## src/rtl/rx_trailer_hdr_decode_pkg.sv

```systemverilog
// Shared types and constants for the receive trailer check and packet header decoder.
// The HEC LFSR helper also pulls its polynomial from here.
package rx_trailer_hdr_decode_pkg;

   localparam int TRAILER_LEN = 4;
   localparam int HDR_BITS    = 18;
   localparam int FEC_REP     = 3;
   localparam int INFO_BITS   = 10;

   // x^8+x^7+x^5+x^2+x+1 with the x^8 term implicit
   localparam logic [7:0] HEC_POLY = 8'hA7;

   // x^7+x^4+1: feedback from bit 6 into bits 0 and 4
   localparam logic [6:0] WHITEN_TAPS    = 7'h11;
   localparam int         WHITEN_OUT_BIT = 6;

   localparam int LT_ADDR_LSB = 0;
   localparam int LT_ADDR_W   = 3;
   localparam int TYPE_LSB    = 3;
   localparam int TYPE_W      = 4;
   localparam int FLOW_BIT    = 7;
   localparam int ARQN_BIT    = 8;
   localparam int SEQN_BIT    = 9;

   typedef enum logic [1:0] {
      ST_IDLE    = 2'd0,
      ST_TRAILER = 2'd1,
      ST_HEADER  = 2'd2,
      ST_CHECK   = 2'd3
   } state_t;

   function automatic logic maj3(input logic a, input logic b, input logic c);
      return (a & b) | (a & c) | (b & c);
   endfunction

endpackage

```

## src/rtl/bt_hec_lfsr.sv

```systemverilog
// Serial HEC generator: Galois LFSR seeded with the UAP, one data bit per shift.
// Shared between the header receive and header transmit paths.
module bt_hec_lfsr
   import rx_trailer_hdr_decode_pkg::*;
(
   input  logic       clk_6M,
   input  logic       rst,
   input  logic       load,
   input  logic [7:0] init,
   input  logic       shift,
   input  logic       din,
   output logic [7:0] crc
);

   logic fb;

   assign fb = din ^ crc[7];

   always_ff @(posedge clk_6M) begin
      if (rst) begin
         crc <= 8'h00;
      end else if (load) begin
         crc <= init;
      end else if (shift) begin
         crc <= {crc[6:0], 1'b0} ^ (fb ? HEC_POLY : 8'h00);
      end
   end

endmodule

```

## src/rtl/rx_trailer_hdr_decode.sv

```systemverilog
// Checks the access-code trailer, then majority-decodes, de-whitens and HEC-checks
// the FEC-1/3 packet header, bit-paced by p_1us.
module rx_trailer_hdr_decode
   import rx_trailer_hdr_decode_pkg::*;
(
   input  logic       clk_6M,
   input  logic       rst,
   input  logic       p_1us,
   input  logic       rx_bit,
   input  logic       rx_trailer_st_p,
   input  logic       ref_sync_msb,
   input  logic [7:0] regi_uap,
   input  logic       whiten_en,
   input  logic [6:0] whiten_init,
   input  logic       rx_abort,
   output logic       busy,
   output logic       trailer_err,
   output logic [2:0] hdr_lt_addr,
   output logic [3:0] hdr_type,
   output logic       hdr_flow,
   output logic       hdr_arqn,
   output logic       hdr_seqn,
   output logic       hec_ok,
   output logic       hdr_valid_p
);

   state_t                 state, state_nxt;
   logic [1:0]             trail_cnt;
   logic [1:0]             rep_cnt;
   logic [4:0]             bit_cnt;
   logic [1:0]             samp;
   logic [6:0]             whiten_lfsr;
   logic [INFO_BITS-1:0]   info;
   logic [7:0]             hec_rx;
   logic [7:0]             hec_crc;
   logic                   abort, start, trail_exp, dec_bit, triple_done, hec_shift;

   // Abort outranks a restart; a start strobe never consumes the bit it coincides with.
   assign abort       = rx_abort && (state != ST_IDLE);
   assign start       = rx_trailer_st_p && !abort && (state != ST_CHECK);
   assign trail_exp   = ~(trail_cnt[0] ^ ref_sync_msb);
   assign dec_bit     = maj3(samp[1], samp[0], rx_bit) ^ (whiten_en & whiten_lfsr[WHITEN_OUT_BIT]);
   assign triple_done = (state == ST_HEADER) && p_1us && !start && !abort &&
                        (rep_cnt == 2'(FEC_REP - 1));
   assign hec_shift   = triple_done && (bit_cnt < 5'(INFO_BITS));
   assign busy        = (state != ST_IDLE);

   always_ff @(posedge clk_6M) begin
      if (rst) state <= ST_IDLE;
      else     state <= state_nxt;
   end

   always_comb begin
      state_nxt = state;
      case (state)
         ST_IDLE:    state_nxt = ST_IDLE;
         ST_TRAILER: if (p_1us && trail_cnt == 2'(TRAILER_LEN - 1)) state_nxt = ST_HEADER;
         ST_HEADER:  if (triple_done && bit_cnt == 5'(HDR_BITS - 1)) state_nxt = ST_CHECK;
         ST_CHECK:   state_nxt = ST_IDLE;
         default:    state_nxt = ST_IDLE;
      endcase
      if (start) state_nxt = ST_TRAILER;
      if (abort) state_nxt = ST_IDLE;
   end

   always_ff @(posedge clk_6M) begin
      if (rst) begin
         trail_cnt   <= '0;
         rep_cnt     <= '0;
         bit_cnt     <= '0;
         samp        <= '0;
         whiten_lfsr <= '0;
         info        <= '0;
         hec_rx      <= '0;
         trailer_err <= 1'b0;
         hdr_lt_addr <= '0;
         hdr_type    <= '0;
         hdr_flow    <= 1'b0;
         hdr_arqn    <= 1'b0;
         hdr_seqn    <= 1'b0;
         hec_ok      <= 1'b0;
         hdr_valid_p <= 1'b0;
      end else begin
         hdr_valid_p <= 1'b0;
         if (start) begin
            trail_cnt   <= '0;
            rep_cnt     <= '0;
            bit_cnt     <= '0;
            samp        <= '0;
            hec_rx      <= '0;
            trailer_err <= 1'b0;
            whiten_lfsr <= whiten_init;
         end else if (!abort) begin
            case (state)
               ST_TRAILER: begin
                  if (p_1us) begin
                     if (rx_bit != trail_exp) trailer_err <= 1'b1;
                     trail_cnt <= trail_cnt + 2'd1;
                  end
               end
               ST_HEADER: begin
                  if (p_1us) begin
                     samp <= {samp[0], rx_bit};
                     if (triple_done) begin
                        rep_cnt <= '0;
                        bit_cnt <= bit_cnt + 5'd1;
                        if (whiten_en)
                           whiten_lfsr <= {whiten_lfsr[5:0], 1'b0} ^
                                          (whiten_lfsr[WHITEN_OUT_BIT] ? WHITEN_TAPS : 7'h00);
                        if (bit_cnt < 5'(INFO_BITS)) info   <= {dec_bit, info[INFO_BITS-1:1]};
                        else                         hec_rx <= {hec_rx[6:0], dec_bit};
                     end else begin
                        rep_cnt <= rep_cnt + 2'd1;
                     end
                  end
               end
               ST_CHECK: begin
                  hdr_lt_addr <= info[LT_ADDR_LSB +: LT_ADDR_W];
                  hdr_type    <= info[TYPE_LSB +: TYPE_W];
                  hdr_flow    <= info[FLOW_BIT];
                  hdr_arqn    <= info[ARQN_BIT];
                  hdr_seqn    <= info[SEQN_BIT];
                  hec_ok      <= (hec_rx == hec_crc);
                  hdr_valid_p <= 1'b1;
               end
               default: ;
            endcase
         end
      end
   end

   bt_hec_lfsr u_hec (
      .clk_6M (clk_6M),
      .rst    (rst),
      .load   (start),
      .init   (regi_uap),
      .shift  (hec_shift),
      .din    (dec_bit),
      .crc    (hec_crc)
   );

endmodule

```

## config.mk

```make
export PLATFORM = sky130hd
export DESIGN_NAME = rx_trailer_hdr_decode
export DESIGN_NICKNAME = d
export VERILOG_FILES = /design/src/rtl/rx_trailer_hdr_decode_pkg.sv /design/src/rtl/bt_hec_lfsr.sv /design/src/rtl/rx_trailer_hdr_decode.sv
export SDC_FILE = /design/constraint.sdc
export NUM_CORES = 1
export LEC_CHECK = 0
export BUFFER_PORTS_ARGS = -buffer_cell sky130_fd_sc_hd__buf_2
export CAP_MARGIN = 20
export CORE_ASPECT_RATIO = 0.5
export CORE_UTILIZATION = 61
export DETAILED_ROUTE_END_ITERATION = 10
export GPL_TIMING_DRIVEN = 0
export HOLD_SLACK_MARGIN = 0.03
export PLACE_DENSITY = 0.8
export SLEW_MARGIN = 20
export SYNTH_ARGS = -nofsm -noshare
export SYNTH_HDL_FRONTEND = slang
export SYNTH_SLANG_ARGS = --single-unit
```

## constraint.sdc

```tcl
create_clock -name clk_6M -period 3.2 [get_ports clk_6M]
set_clock_uncertainty 0.05 [all_clocks]
set_input_delay 0.32 -clock clk_6M [delete_from_list [all_inputs] [get_ports clk_6M]]
set_output_delay 0.32 -clock clk_6M [all_outputs]
set_load 0.01 [all_outputs]
```

# Yosys cells after proc, flatten, opt, wreduce, memory -nomap -nowiden
# Index checks and enable logic that the tools add are counted.
# W data, S select, Z words.
# totals
n_memories	0
out_inout_bits	14
elab_cells	100
ff_bits	59
latch_bits	0
input_bits	23
romBits	0
mem_bits_rw	0
# op_classes
addsub	3
multipliers	0
div_mod_pow	0
reduce_logical	33
mux	16
shifts	0
n_bitwise	15
eq_ne	14
n_lt_le_gt_ge	1
# op_table
op	count
$mux W7	6
$mux W8	3
$reduce_bool A2 Y1	6
$logic_and A1 B1 Y1	10
$reduce_and A5 Y1	2
$reduce_and A3 Y1	3
$eq A2 B2 Y1 const B	4
$eq A8 B8 Y1	1
$reduce_and A4 Y1	2
$xor A8 B8 Y8	1
$xor A7 B5 Y7	1
$mux W2	3
$pmux W2 S3	1
$reduce_and A6 Y1	1
$reduce_or A2 Y1	3
$add A5 B1 Y5 const B	1
$eq A5 B5 Y1 const B	1
$lt A5 B4 Y1 const B	1
$mux W5	1
$add A2 B1 Y2 const B	2
$and A1 B1 Y1	4
$ne A2 B1 Y1 const B	2
$ne A2 B2 Y1 const B	2
$not A1 Y1	4
other kinds (11)	17

# Logic depth before layout (Yosys ltp)
# depth
word_depth	14
mapped_depth	9
depth_no_buf	7

# Modules after synthesis
# Synthesis repeated with hierarchy kept, for this count alone.
# unflattened
hier_cells	303
hier_area_um2	2701.3
# modules_own_cells
mod	seq_area_each_um2	cells_each	instances	area_each_um2
rx_trailer_hdr_decode	1021.0	254	1	2263.4
bt_hec_lfsr	160.2	49	1	437.9

# Worst setup path after synthesis
# Ideal clock, no wire load.
# synth_path
kind	register to register
startpoint	register state[1]
endpoint	register whiten_lfsr[6]
setup_ps	88
required_ps	3062
setup_slack_ps	1015
period_less_slack_ps	2185
t_arrival_ps	2047
path_buffers	1
stages_incl_launch_ff	9
path_cell_list	dfxtp_1 inv_1 ha_1 nor2b_4 or4b_4 a221oi_4 buf_6 nor2_1 a311oi_2
# synth_between
elab_chain_len	11
elab_cells_between_ends	19
classes_between	eq/ne: 3; mux: 1; reduce/logical: 15
# synth_lines
item	line_no	text
start: declaration	rx_trailer_hdr_decode.sv:27	state_t state, state_nxt;
start signal: assignment	rx_trailer_hdr_decode.sv:50	else state <= state_nxt;
$reduce_bool A2 Y1	rx_trailer_hdr_decode.sv:39	assign abort = rx_abort && (state != ST_IDLE);
$logic_and A1 B1 Y1	rx_trailer_hdr_decode.sv:39	
$logic_not A1 Y1	-	
$logic_and A1 B1 Y1 (2 in a row)	rx_trailer_hdr_decode.sv:40	assign start = rx_trailer_st_p && !abort && (state != ST_CHECK);
$logic_not A1 Y1	rx_trailer_hdr_decode.sv:43	assign triple_done = (state == ST_HEADER) && p_1us && !start && !abort &&
$logic_and A1 B1 Y1 (3 in a row)	rx_trailer_hdr_decode.sv:43	
$reduce_bool A2 Y1 (no source line)	-	
$reduce_and A5 Y1 (no source line)	-	
end signal: assignment	rx_trailer_hdr_decode.sv:92	whiten_lfsr <= whiten_init;
end signal: assignment	rx_trailer_hdr_decode.sv:108	whiten_lfsr <= {whiten_lfsr[5:0], 1'b0} ^
end: declaration	rx_trailer_hdr_decode.sv:32	logic [6:0] whiten_lfsr;
# Several ways; a longest one is shown, not always the timed one.
# A chain may end at the register's enable or synchronous reset.

# Worst setup path in the final report
# layout_path
startpoint	register state[0]
endpoint	register whiten_lfsr[6]
# Same word-level chain as after synthesis.

==> metrics.txt <==
status complete, no violations; Post-Syn Area 2710 µm²; # hold bufs at CTS 0; DRC 0; Boundary Pins 37; Seq/Total Area, Yosys 43.7%; main area contributors after synthesis dfxtp_1 44%, mux2i_1 7.8%, nand2_1 7.1%, nor2_1 5.7%, xor2_1 5.2%; Psw 0.470 mW; WL/cell 15.0 µm; Post-synth ARST share 0%; total setup buffers inserted after CTS 0; Max Cap Viol 0; maximum fanout along the worst path 10; Final Util 78.2%; Relative slew margins 58.5%; post_cts resized 0; FF-to-FF Start state[0]$_SDFFE_PP0P_; area of the multi-input gates 1430 µm²; crit share post-route 78.1%; H-Tree Depth 3; min Tclk post-route 2.50 ns; Comb pwr share 13.3%; Root Buffer clkbuf_8; Via density 5.71; main combinational cell family by area after synthesis simple AND/OR/NAND/NOR gates; layout cells sized above 1 17.7%; Area growth, synth to finish 17.5%; Setup WS post-layout 0.701 ns; DR iter-0 viols 154; Pint 1.34 mW; die area 4720 µm²; post-synthesis adder-cell area fraction 3.61%; Storage cell area 1180 µm²; clk_lat worst skew 0.34 ns; unrepaired setup endpoints after global routing false; maximum clock rate 400 MHz; Synth Area in XOR/XNOR 7.45%; crit path launch state[0]$_SDFFE_PP0P_; Slew @ Worst Pin 0.618 ns; number of synthesized flops with an enable pin 0; Starting Density 66.6%; Clock Tree Buf Depth 2; Lkg Pwr 1.33 nW; hold_sp whiten_init[2]; Syn Area/Cell 8.90 µm²; share of power burned in registers 44.0%; vias in the first global route 2168; fillers 291; Power Density 570 nW/µm²; grt ovf 0; routed wl met2 2.92 mm; setup TNS 0 ns; Hold Path Class in2reg; DIE HEIGHT 49.1 µm; metal3 WL 446 µm; Max Used Layer met4; peak supply drop 0.410 mV; Synth Register Bits 59; PortBufs 36; Hold WS 0.191 ns; Top delay family on crit path buffers and inverters; length of routed wiring on met1 2.71 mm; Core ar. 4060 µm²; Critical Path End Type flip-flop; Final setup viols 0; antenna-violating nets left 0; Synth top area share 43.7%; Rows 16; # diodes 0; Detailed Routing Iterations Pass 1 4; gpl congestion 0.805; worst path cell trace inv_1 -> ha_1 -> nand2b_1 -> nand2_1 -> clkbuf_1 -> clkbuf_1 -> nand2_1 -> a311oi_2; # nets final 381; Syn Nets 334; clock power share 42.7%; switching share of power 25.9%; Syn Inst Count 304; Slew Limit Fails 0; first-pass GRT wire length 9.94 mm; Critical Path RT 3.41 ns; CTS buffer count 9; Clock transition at path regs 0.07 ns; compound-cell area share of the yosys netlist 12.3%; hpwl dp 4.44 mm; final wirelength 6.15 mm; pin count of the biggest net entering global routing 11; Worst R2R Setup Slack 0.70 ns; Worst EP arrival 2.71 ns; antenna violations before repair 0; synth warn 0; clock sink count 59; CP Launch Type flip-flop; Yosys top cell by area dfxtp_1; top_reg_cell synth dfxtp_1; top cells by count, synth 59 x dfxtp_1, 51 x nand2_1, 41 x nor2_1; kind of critical path reg2reg; synth unique cells 42; pre-CTS setup slack 0.750 ns; slowest cell on the critical path clkbuf_1; Worst path max stage delay 0.40 ns; Design Power 1.81 mW; Die X 96.2 µm; Post-Synth Simple-Gate Area 21.3%; mux cell area share after synthesis 8.19%; GRT Total Usage 28.3%; total number of vias 2340; most frequent cell after synthesis dfxtp_1; CP bufs+invs 3; CTS tree done; Hold Violations, Final 0
==> power by group through the flow <==
stage / registers (mW) / logic, mW / clock network [mW]
after floorplan: 0.804 / 0.177 / 0
after global placement: 0.810 / 0.226 / 0
after global routing: 0.801 / 0.267 / 0.816
after detailed placement: 0.812 / 0.238 / 0
after CTS: 0.797 / 0.240 / 0.780
final: 0.798 / 0.241 / 0.773
==> cell families after synthesis <==
group                    after synthesis
AO/OA/AOI/OAI                         42
buffers and inverters                 23
flip-flops                            59
adder cells (fa/ha/maj)                8
multiplexers                          22
XOR/XNOR                              23
AND/OR/NAND/NOR                      127
==> layout make-up <==
class / instances / area share, %
multi-input cells: 222 / 44.9
flip-flops and latches: 59 / 37.2
repair buffers: 36 / 5.67
clock buffers: 11 / 4.76
plain buffers: 18 / 2.40
clock inverters: 5 / 2.36
well taps: 54 / 2.13
inverters: 5 / 0.590
==> cell usage in the layout (no fill, tap or decap), types with 2 or more instances in the layout <==
master	n
a21oi_1	15
a2bb2oi_1	4
a311oi_1	6
a311oi_2	3
and2_1	2
and3_1	3
buf_2	37
bufinv_16	2
clkbuf_1	15
clkbuf_8	11
clkinv_2	3
dfxtp_1	59
ha_1	7
inv_1	5
mux2i_1	21
nand2_1	51
nand2b_1	4
nand3_1	6
nand4_1	2
nor2_1	41
nor2b_1	4
nor3_1	6
nor4_1	2
o21ai_0	2
o32ai_1	4
xnor2_1	7
xor2_1	16
==> flip-flops by register name, summed over array words and instances (netlist names), 3 cells and up <==
name,count
hec_rx,8
u_hec.crc,8
whiten_lfsr,7
info,10
hdr_type,4
bit_cnt,5
hdr_lt_addr,3
==> worst reg2reg max path, delay by kind of cell, from the launching register on <==
| kind | cells | cell delay, ns |
|---|---|---|
| adder cells (fa/ha/maj) | 1 | 0.26 |
| buffers and inverters | 3 | 0.90 |
| AND/OR/NAND/NOR | 3 | 0.57 |
| AO/OA/AOI/OAI | 1 | 0.26 |
| flip-flops | 1 | 0.39 |
==> metal layers <==
layer | GRT usage (%) | up-vias
met5 | 0 | -
met4 | 7.96 | 0
met3 | 11.7 | 13
met2 | 44.9 | 75
met1 | 35.4 | 1115
li1 | - | 1137
==> per-stage QoR <==
step	area, µm²	std cells
finish	3180	410
global route	3180	410
CTS	3180	410
detailed placement	2950	394
global placement	2950	394
floorplan	2710	304
==> final timing paths <==
check,to,depth (start not counted)
min,whiten_lfsr[2]$_SDFFE_PP0P_,3
max,whiten_lfsr[6]$_SDFFE_PP0P_,8
max reg2reg,whiten_lfsr[6]$_SDFFE_PP0P_,8
min reg2reg,hdr_flow$_SDFFE_PP0P_,2
Note: power is estimated with default switching activity, not from simulation.
